==> config.mk <==
export PLATFORM = sky130hd
export DESIGN_NAME = pacman_mover
export DESIGN_NICKNAME = d
export VERILOG_FILES = /design/src/rtl/pacman_pkg.sv /design/src/rtl/pacman_neighbour_addr.sv /design/src/rtl/pacman_mover.sv
export SDC_FILE = /design/constraint.sdc
export NUM_CORES = 1
export LEC_CHECK = 0
export CAP_MARGIN = 20
export CORE_ASPECT_RATIO = 1.5
export CORE_MARGIN = 2
export CORE_UTILIZATION = 56
export DETAILED_ROUTE_END_ITERATION = 7
export HOLD_SLACK_MARGIN = 0.1
export PLACE_DENSITY = 0.77
export SLEW_MARGIN = 20
export SYNTH_ARGS = -nofsm -noshare
export SYNTH_HDL_FRONTEND = slang
export SYNTH_SLANG_ARGS = --single-unit
==> constraint.sdc <==
create_clock -name clk -period 11.4 [get_ports clk]
set_input_delay 3.42 -clock clk [delete_from_list [all_inputs] [get_ports clk]]
set_output_delay 3.42 -clock clk [all_outputs]
set_load 0.02 [all_outputs]
==> src/rtl/pacman_pkg.sv <==
// Shared direction/state types and default geometry for the Pac-Man actor mover.
// Optional build macro used by the mover files: PACMAN_MOVER_TUNNEL_WRAP_EN.
package pacman_pkg;

    typedef enum logic [1:0] {
        DIR_UP    = 2'd0,
        DIR_DOWN  = 2'd1,
        DIR_LEFT  = 2'd2,
        DIR_RIGHT = 2'd3
    } dir_t;

    typedef logic [2:0] mover_state_t;

    localparam mover_state_t ST_IDLE    = 3'd0;
    localparam mover_state_t ST_RD_WANT = 3'd1;
    localparam mover_state_t ST_EV_WANT = 3'd2;
    localparam mover_state_t ST_RD_CUR  = 3'd3;
    localparam mover_state_t ST_EV_CUR  = 3'd4;
    localparam mover_state_t ST_STEP    = 3'd5;

    localparam int DEF_MAP_W_TILES = 32;
    localparam int DEF_MAP_H_TILES = 24;
    localparam int DEF_TILE        = 20;
    localparam int DEF_SPEED       = 5;
    localparam int DEF_START_TX    = 14;
    localparam int DEF_START_TY    = 17;

    // Up/down and left/right pairs differ only in bit 0.
    function automatic dir_t opposite(input dir_t d);
        return dir_t'(d ^ 2'b01);
    endfunction

endpackage

==> src/rtl/pacman_neighbour_addr.sv <==
// Combinational neighbour-tile address: tile coordinate plus direction to {addr, off_map}.
// With PACMAN_MOVER_TUNNEL_WRAP_EN defined, left/right edges wrap to the opposite column.
module pacman_neighbour_addr
    import pacman_pkg::*;
#(
    parameter int MAP_W_TILES = DEF_MAP_W_TILES,
    parameter int MAP_H_TILES = DEF_MAP_H_TILES,
    parameter int TX_W        = 10,
    parameter int TY_W        = 9,
    parameter int ADDR_W      = $clog2(MAP_W_TILES * MAP_H_TILES)
) (
    input  logic [TX_W-1:0]   tile_x,
    input  logic [TY_W-1:0]   tile_y,
    input  logic [1:0]        dir,
    output logic [ADDR_W-1:0] addr,
    output logic              off_map
);

    logic [31:0] cx;
    logic [31:0] cy;
    logic [31:0] nx;
    logic [31:0] ny;

    always_comb begin
        cx      = 32'(tile_x);
        cy      = 32'(tile_y);
        nx      = cx;
        ny      = cy;
        off_map = 1'b0;
        case (dir)
            DIR_UP: begin
                if (cy == 32'd0) off_map = 1'b1;
                else             ny = cy - 32'd1;
            end
            DIR_DOWN: begin
                if (cy == 32'(MAP_H_TILES - 1)) off_map = 1'b1;
                else                            ny = cy + 32'd1;
            end
            DIR_LEFT: begin
                if (cx == 32'd0) begin
`ifdef PACMAN_MOVER_TUNNEL_WRAP_EN
                    nx = 32'(MAP_W_TILES - 1);
`else
                    off_map = 1'b1;
`endif
                end else begin
                    nx = cx - 32'd1;
                end
            end
            default: begin
                if (cx == 32'(MAP_W_TILES - 1)) begin
`ifdef PACMAN_MOVER_TUNNEL_WRAP_EN
                    nx = 32'd0;
`else
                    off_map = 1'b1;
`endif
                end else begin
                    nx = cx + 32'd1;
                end
            end
        endcase
        addr = ADDR_W'(ny * 32'(MAP_W_TILES) + nx);
    end

endmodule

==> src/rtl/pacman_mover.sv <==
// Tile-grid actor mover: buffers the wanted direction, turns only when tile-aligned,
// checks walls through a 1-cycle tilemap port. Optional macro: PACMAN_MOVER_TUNNEL_WRAP_EN.
module pacman_mover
    import pacman_pkg::*;
#(
    parameter int MAP_W_TILES = DEF_MAP_W_TILES,
    parameter int MAP_H_TILES = DEF_MAP_H_TILES,
    parameter int TILE        = DEF_TILE,
    parameter int SPEED       = DEF_SPEED,
    parameter int START_TX    = DEF_START_TX,
    parameter int START_TY    = DEF_START_TY,
    parameter int X_W         = $clog2(MAP_W_TILES * TILE),
    parameter int Y_W         = $clog2(MAP_H_TILES * TILE),
    parameter int ADDR_W      = $clog2(MAP_W_TILES * MAP_H_TILES)
) (
    input  logic              clk,
    input  logic              reset,
    input  logic              w,
    input  logic              a,
    input  logic              s,
    input  logic              d,
    input  logic              move_tick,
    output logic              tile_rd_en,
    output logic [ADDR_W-1:0] tile_addr,
    input  logic              tile_road,
    output logic [X_W-1:0]    x,
    output logic [Y_W-1:0]    y,
    output logic [1:0]        dir,
    output logic              moving,
    output logic              eat_valid,
    output logic [ADDR_W-1:0] eat_addr,
    output logic              busy,
    output logic              tick_overrun
);

    localparam int X_MAX = (MAP_W_TILES - 1) * TILE;
    localparam int Y_MAX = (MAP_H_TILES - 1) * TILE;
    localparam logic [X_W-1:0] START_X = X_W'(START_TX * TILE);
    localparam logic [Y_W-1:0] START_Y = Y_W'(START_TY * TILE);

    mover_state_t      state;
    dir_t              cur_dir;
    dir_t              want_dir;
    dir_t              look_dir;
    dir_t              nb_dir;
    logic              look_off;
    logic              aligned;
    logic              road_ok;
    logic [X_W-1:0]    tile_x;
    logic [Y_W-1:0]    tile_y;
    logic [ADDR_W-1:0] nb_addr;
    logic              nb_off;
    int                step_x;
    int                step_y;
    logic              step_ok;
    logic              step_aligned;
    logic [ADDR_W-1:0] step_addr;

    assign dir     = cur_dir;
    assign busy    = (state != ST_IDLE);
    assign tile_x  = X_W'(32'(x) / TILE);
    assign tile_y  = Y_W'(32'(y) / TILE);
    assign aligned = ((32'(x) % TILE) == 0) && ((32'(y) % TILE) == 0);
    assign nb_dir  = (state == ST_RD_WANT) ? look_dir : cur_dir;
    assign road_ok = tile_road && !look_off;

    // Off-map neighbours never reach the tilemap; their lookup resolves as a wall.
    assign tile_rd_en = ((state == ST_RD_WANT) || (state == ST_RD_CUR)) && !nb_off;
    assign tile_addr  = tile_rd_en ? nb_addr : '0;

    pacman_neighbour_addr #(
        .MAP_W_TILES (MAP_W_TILES),
        .MAP_H_TILES (MAP_H_TILES),
        .TX_W        (X_W),
        .TY_W        (Y_W),
        .ADDR_W      (ADDR_W)
    ) u_neighbour (
        .tile_x  (tile_x),
        .tile_y  (tile_y),
        .dir     (nb_dir),
        .addr    (nb_addr),
        .off_map (nb_off)
    );

    // Candidate position for a step; a step that would leave the map is refused.
    always_comb begin
        step_x = int'(x);
        step_y = int'(y);
        case (cur_dir)
            DIR_UP:   step_y = step_y - SPEED;
            DIR_DOWN: step_y = step_y + SPEED;
            DIR_LEFT: step_x = step_x - SPEED;
            default:  step_x = step_x + SPEED;
        endcase
`ifdef PACMAN_MOVER_TUNNEL_WRAP_EN
        if (step_x < 0)          step_x = X_MAX;
        else if (step_x > X_MAX) step_x = 0;
`endif
        step_ok      = (step_x >= 0) && (step_x <= X_MAX) && (step_y >= 0) && (step_y <= Y_MAX);
        step_aligned = ((step_x % TILE) == 0) && ((step_y % TILE) == 0);
        step_addr    = ADDR_W'((step_y / TILE) * MAP_W_TILES + (step_x / TILE));
    end

    always_ff @(posedge clk) begin
        if (reset)   want_dir <= DIR_LEFT;
        else if (!w) want_dir <= DIR_UP;
        else if (!s) want_dir <= DIR_DOWN;
        else if (!a) want_dir <= DIR_LEFT;
        else if (!d) want_dir <= DIR_RIGHT;
    end

    always_ff @(posedge clk) begin
        if (reset) begin
            state        <= ST_IDLE;
            x            <= START_X;
            y            <= START_Y;
            cur_dir      <= DIR_LEFT;
            look_dir     <= DIR_LEFT;
            look_off     <= 1'b0;
            moving       <= 1'b0;
            eat_valid    <= 1'b0;
            eat_addr     <= '0;
            tick_overrun <= 1'b0;
        end else begin
            eat_valid <= 1'b0;
            if (move_tick && (state != ST_IDLE)) tick_overrun <= 1'b1;
            case (state)
                ST_IDLE: begin
                    if (move_tick) begin
                        look_dir <= want_dir;
                        if (want_dir == opposite(cur_dir)) begin
                            cur_dir <= want_dir;
                            state   <= ST_STEP;
                        end else if (!aligned) begin
                            state <= ST_STEP;
                        end else if (want_dir != cur_dir) begin
                            state <= ST_RD_WANT;
                        end else begin
                            state <= ST_RD_CUR;
                        end
                    end
                end
                ST_RD_WANT: begin
                    look_off <= nb_off;
                    state    <= ST_EV_WANT;
                end
                ST_EV_WANT: begin
                    if (road_ok) begin
                        cur_dir <= look_dir;
                        state   <= ST_STEP;
                    end else begin
                        state <= ST_RD_CUR;
                    end
                end
                ST_RD_CUR: begin
                    look_off <= nb_off;
                    state    <= ST_EV_CUR;
                end
                ST_EV_CUR: begin
                    if (road_ok) begin
                        state <= ST_STEP;
                    end else begin
                        moving <= 1'b0;
                        state  <= ST_IDLE;
                    end
                end
                ST_STEP: begin
                    if (step_ok) begin
                        x      <= X_W'(step_x);
                        y      <= Y_W'(step_y);
                        moving <= 1'b1;
                        if (step_aligned) begin
                            eat_valid <= 1'b1;
                            eat_addr  <= step_addr;
                        end
                    end else begin
                        moving <= 1'b0;
                    end
                    state <= ST_IDLE;
                end
                default: state <= ST_IDLE;
            endcase
        end
    end

endmodule

==> summary.txt, run 1 <==
Synthesis
  – Dominant cells by area after synthesis: dfxtp_1, nor2_1, a21oi_1
  – Top_reg_cell synth: dfxtp_1
  – Seq/Total Area, Yosys: between 10% and 20%
  – Distinct cell type count of the synthesized netlist: 98
  – Post-synth EDFFs: 0
  – FFs w/ async S/R, synth: 0%
  – Synth cell count leaders: nor2_1, nand2_1, a21oi_1, o21ai_0
  – Cell with the most instances after synthesis: nor2_1
  – Post-Syn Instances: roughly 1100
  – Post-Synthesis Cell Area: a little over 0.007 mm2
  – Post-Syn Nets: roughly 1100
  – Top-area cell type share of the netlist area: a little under an eighth
  – Avg Inst Size Synth: about 6.8 um2
  – Post-synth top area cell: dfxtp_1
  – Synth warnings: 0
  – Synthesized flop and latch total: 42

Pwr
  – P_leak: between 3 and 4 nW
  – Final Power: 1.388 mW
  – Power Dens Cells: ~180 mW/mm2
  – VDD IR max: 0.0001630 V

Final layout
  – Fillers: ~1200
  – Nets: approximately 1100
  – Non-Filler Instances: about 1200
  – P&R area growth vs syn: 9.916%
  – Register area: roughly 840 um2
  – Final Cell Area: a little under 0.008 mm2
  – Final core occ: 63.07%
  – Antenna cells: 0
  – Share of cells above drive strength 1: between 6 and 7%
  – Multi-input gate area: a little under 0.006 mm2

Worst setup path
  – R2r startpoint: x[0]
  – Critical path arrival: about 7.4 ns
  – CP Capture Type: output pin
  – R2R Setup Slk: ~4.3 ns
  – Crit path launch: x[7]
  – CP max FO: 11
  – Slowest-stage cell, CP: clkdlybuf4s50_1
  – Slowest Stage Delay on Critical Path: roughly 0.61 ns
  – Setup CP Type: reg -> out
  – CP Data Required Time: 7.98 ns
  – Nature of the critical path startpoint: register

CTS
  – CTS tree: yes
  – Later-pin clock latency in the skew report: ~0.29 ns
  – Clock Pin Slew Worst Setup and Hold Paths: ~0.06 ns
  – Maximum root-to-sink buffer count: 2
  – # hold bufs at CTS: 0
  – Sink Count: 42
  – Root buffer cell: clkbuf_16
  – H-tree depth reported by CTS: 2
  – CTS Buf Count: 5

Route
  – DRT Wirelength: between 20000 and 25000 um
  – Drt wl/cell: ~18 um
  – Residual DRC: 0
  – Via/cell ratio: about 6.8
  – DRT iter0 DRCs: ~700
  – DR vias: between 8000 and 9000
  – Antenna-violating nets left: 0
  – Drt first pass iters: 5

Min path
  – Hold Crit Class: reg -> reg
  – Min-Delay Startpoint: eat_addr[1]

Place
  – Pre-CTS WS: between 0.9 and 1 ns
  – Placed cells: around 1200
  – Placer Congestion: between 0.9 and 1
  – Placed inst area: roughly 0.0077 mm2
  – Input/output buffers: 53
  – HPWL Detailed: 16410 um

STA
  – Fin Clk Skew: 0.006026 ns
  – Crit share post-route: roughly 95%
  – Slew margin rel.: 33.62%
  – Final worst slack: around 0.63 ns
  – Least-Margin Pin Slew: around 0.99 ns
  – Final hold viol count: 0
  – RSZ-0062 raised after global routing: no
  – Max Clk Rate: around 93 MHz
  – # setup viols final: 0
  – Crit path time final: 10.77 ns
  – Setup TNS: 0 ns
  – WHS: 0.4529 ns
  – Final Slew Violations: 0

Job
  – Max Cap Viol: 0

Floorplanning
  – IO Count: between 50 and 60
  – Chip height: ~140 um
  – Full die area: between 0.01 and 0.015 mm2
  – Die X: between 90 and 100 um
  – Core area: approximately 0.013 mm2
  – Initial core utilization: 57.38%
  – Num rows: 50

Global route
  – Vias in the first global route: around 7700
  – Largest net degree at the start of global routing: 33
  – GR Util All Layers: about a third
  – Global route overflow: 0
  – First-pass GRT wire length: 35800 um
  – Initial antenna violation count: 0

Status
  – Outcome: completed
cells in the final DEF (no fill, tap or decap), types with 12 or more instances in the layout:
cell               n
a21o_1            13
buf_4             17
ha_1              24
and2_1            15
nand2b_1          23
a21oi_1           75
xnor2_1           40
o211ai_1          19
nor4_1            12
and3_1            13
mux2i_1           23
nand2_1           88
nor2_1           122
a211oi_1          19
nor3_1            35
nand4_1           15
dfxtp_1           42
clkdlybuf4s50_1   53
nand3_1           42
a31oi_1           18
xor2_1            14
or3_1             18
inv_1             37
o21ai_0           67
nor2b_1           14
area by class of cell:
type / instances / share of cell area [%]
clock inverter: 1 / 0.06342
sequential: 42 / 10.65
inverter: 45 / 2.140
tap: 156 / 2.473
multi-input combinational: 910 / 74.52
timing repair buffer: 70 / 8.340
clock buffer: 7 / 1.808
where the power goes:
part           internal (mW)  switching, mW  total [mW]
clock network         0.0871         0.0616       0.149
logic                  0.422          0.626        1.05
registers              0.163         0.0293       0.192
registers in the layout, summed over array words and instances, names as in the netlist:
name	count
moving	1
tick_overrun	1
eat_valid	1
x	10
want_dir	2
look_dir	2
y	9
look_off	1
state	3
dir	2
eat_addr	10
cells by family after synthesis:
group / synth area share, %
AOI/OAI and AO/OA: 33.79
xor gates and xnor gates: 6.901
adders and majority gates: 5.037
buffers and inverters: 6.483
DFF: 11.71
muxes: 3.991
other: 0.05223
and+or+nand+nor: 32.03
worst max-delay path, delay by kind of cell, from the launching register on:
family / cells / cell delay, ns
mux: 1 / 0.19
flops: 1 / 0.31
compound gates: 11 / 2.78
buf+inv: 3 / 0.82
xor+xnor: 3 / 0.44
fa+ha+maj: 4 / 1.21
simple gates: 8 / 1.32
path summary, 6_finish.rpt:
check / endpoint / depth (start not counted)
worst max-delay path: tile_addr[9] / 30
worst min-delay path: eat_addr[1] / 2
worst max register to register: eat_addr[9] / 26
worst min register to register: eat_addr[1] / 2
per-layer routing:
layer	vias up	wire length (um)	GRT usage [%]
met3	82	1098	3.747
met4	0	1067	16.16
met2	359	10980	56.40
li1	3997	-	-
met1	3897	8835	36.86
met5	-	0	0
what timing repair did:
item                       in CTS  in global routing
buffers inserted                0                  2
setup endpoints to repair       0                  1
gates resized for setup         0                  1
Power figures use the tool's default switching activity.
==> run 2: changes to the inputs <==
- CORE_UTILIZATION: 56 -> 50
- PLACE_DENSITY: 0.77 -> 0.7
==> summary.txt, run 2 (synthesized netlist as in run 1, its figures left out) <==
CTS
  – Maximum root-to-sink buffer count: 2
  – Later-pin clock latency in the skew report: 0.29 ns
  – CTS Buf Count: 5
  – Sink Count: 42
  – Root buffer cell: clkbuf_16
  – CTS tree: yes
  – Clock Pin Slew Worst Setup and Hold Paths: about 0.07 ns
  – # hold bufs at CTS: 0
  – H-tree depth reported by CTS: 2

Global route
  – Vias in the first global route: about 7600
  – Initial antenna violation count: 0
  – GR Util All Layers: between 20 and 30%
  – First-pass GRT wire length: ~36000 um
  – Global route overflow: 0
  – Largest net degree at the start of global routing: 32

Pwr
  – Internal Pwr Total: around 0.67 mW
  – Sequential power share: between 10 and 15%
  – Net switching power: about 0.71 mW
  – VDD IR max: about 0.0001 V
  – Clock share of power: between 10% and 20%
  – Final Power: between 1 and 1.5 mW
  – Power Dens Cells: 173.8 mW/mm2
  – Gate power share: between 70% and 80%
  – Sw Share: between 50% and 60%
  – P_leak: between 3 and 4 nW

Place
  – Input/output buffers: 53
  – Placer Congestion: 0.9302
  – Placed cells: 1258
  – HPWL Detailed: roughly 17000 um
  – Placed inst area: 0.007774 mm2

Route
  – Via/cell ratio: 6.469
  – Residual DRC: 0
  – DR vias: about 8200
  – Drt wl/cell: ~17 um
  – DRT Wirelength: between 20000 and 25000 um
  – Drt first pass iters: 6
  – Antenna-violating nets left: 0
  – DRT iter0 DRCs: approximately 570

Worst setup path
  – Critical path arrival: 7.35 ns
  – CP Data Required Time: roughly 8 ns
  – R2R Setup Slk: 4.20 ns
  – Slowest-stage cell, CP: clkdlybuf4s50_1
  – Setup CP Type: reg -> out
  – CP max FO: 11
  – Slowest Stage Delay on Critical Path: about 0.6 ns
  – CP Capture Type: output pin
  – Nature of the critical path startpoint: register

Final layout
  – Commonest cells after routing, fill and taps aside: nor2_1, nand2_1, a21oi_1
  – Nets: 1109
  – Share of cells above drive strength 1: between 6 and 7%
  – P&R area growth vs syn: 10.68%
  – Register area: ~840 um2
  – Antenna cells: 0
  – Multi-input gate area: between 0.005 and 0.006 mm2
  – Final Cell Area: between 0.007 and 0.008 mm2
  – Fillers: between 1000 and 1500
  – Non-Filler Instances: 1268
  – Most common cell after layout, fill and taps aside: nor2_1
  – Largest registers: eat_addr: 10 flops, x: 10 flops, y: 9 flops

Floorplanning
  – Full die area: 0.01535 mm2
  – Chip height: ~150 um
  – Die X: approximately 100 um
  – Num rows: 53
  – Core area: ~0.014 mm2
  – IO Count: between 50 and 60
  – Initial core utilization: 51.07%

Job
  – Max Cap Viol: 0

STA
  – Max Clk Rate: 92.87 MHz
  – RSZ-0062 raised after global routing: no
  – Final Slew Violations: 0
  – Final hold viol count: 0
  – Setup TNS: 0 ns
  – Least-Margin Pin Slew: about 1.0 ns
  – Fin Clk Skew: between 0.007 and 0.008 ns
  – # setup viols final: 0
  – Crit path time final: ~11 ns
  – Crit share post-route: a little over nine tenths
  – Slew margin rel.: ~30%

Min path
  – Hold Crit Class: reg -> reg

Status
  – Outcome: completed
run 2: cell count changes in the layout (fill, tap and decap cells not counted):
cell / previous run / this run
clkinv_4: 0 / 1
o41ai_2: 0 / 1
clkbuf_8: 1 / 0
buf_4: 17 / 18
o41ai_1: 3 / 2
run 2: worst max-delay path, delay by kind of cell (launching register included):
| kind | cells | cell delay [ns] |
|---|---|---|
| buf+inv | 3 | 0.81 |
| simple gates | 9 | 1.79 |
| compound gates | 12 | 2.72 |
| flops | 1 | 0.31 |
| xor+xnor | 2 | 0.23 |
| fa+ha+maj | 4 | 1.19 |
run 2: timing repair:
item,4_1_cts,5_1_grt
setup endpoints to repair,0,1
resized for setup,0,2
setup buffers,0,2
hold endpoints to repair,0,0
run 2: worst paths after layout:
| check | end | cells past startpoint | startpoint |
|---|---|---|---|
| setup reg to reg | eat_addr[9] | 26 | x[0] |
| setup / recovery | tile_addr[9] | 30 | x[7] |
| hold / removal | eat_addr[1] | 2 | eat_addr[1] |
| hold reg to reg | eat_addr[1] | 2 | eat_addr[1] |
run 2: power by group through the flow:
stage          registers (mW)  logic [mW]  clock network, mW
2_1_floorplan           0.189       0.797                  0
3_3_place_gp            0.193        1.02                  0
3_5_place_dp            0.193        1.03                  0
4_1_cts                 0.190        1.04              0.146
5_1_grt                 0.194        1.17              0.150
6_report                0.191        1.05              0.144
run 2: routing by layer:
layer | up-vias | global-route usage [%] | part of all wire [%]
met3 | 72 | 3.203 | 5.0
met5 | - | 0 | 0
met4 | 0 | 13.47 | 4.6
met1 | 3808 | 34.14 | 41
met2 | 313 | 51.09 | 50
li1 | 4010 | - | -
run 2: layout make-up:
cell class / instances / area share (%)
Clock inverter: 2 / 0.1732
Inverter: 45 / 2.126
Timing Repair Buffer: 71 / 8.377
Clock buffer: 6 / 1.622
Tap cell: 192 / 3.023
Sequential cell: 42 / 10.58
Multi-Input combinational cell: 910 / 74.10
run 2: stage by stage:
step / worst slack [ns] / hold WS (ns) / utilization [%]
2_1_floorplan: 1.752 / 0.4602 / -
3_3_place_gp: 0.9308 / 0.4462 / 55.30
3_5_place_dp: 0.8066 / 0.4466 / 55.30
4_1_cts: 0.4858 / 0.4590 / 56.31
5_1_grt: 0.1250 / 0.5062 / 56.52
6_report: 0.6321 / 0.4594 / 56.52
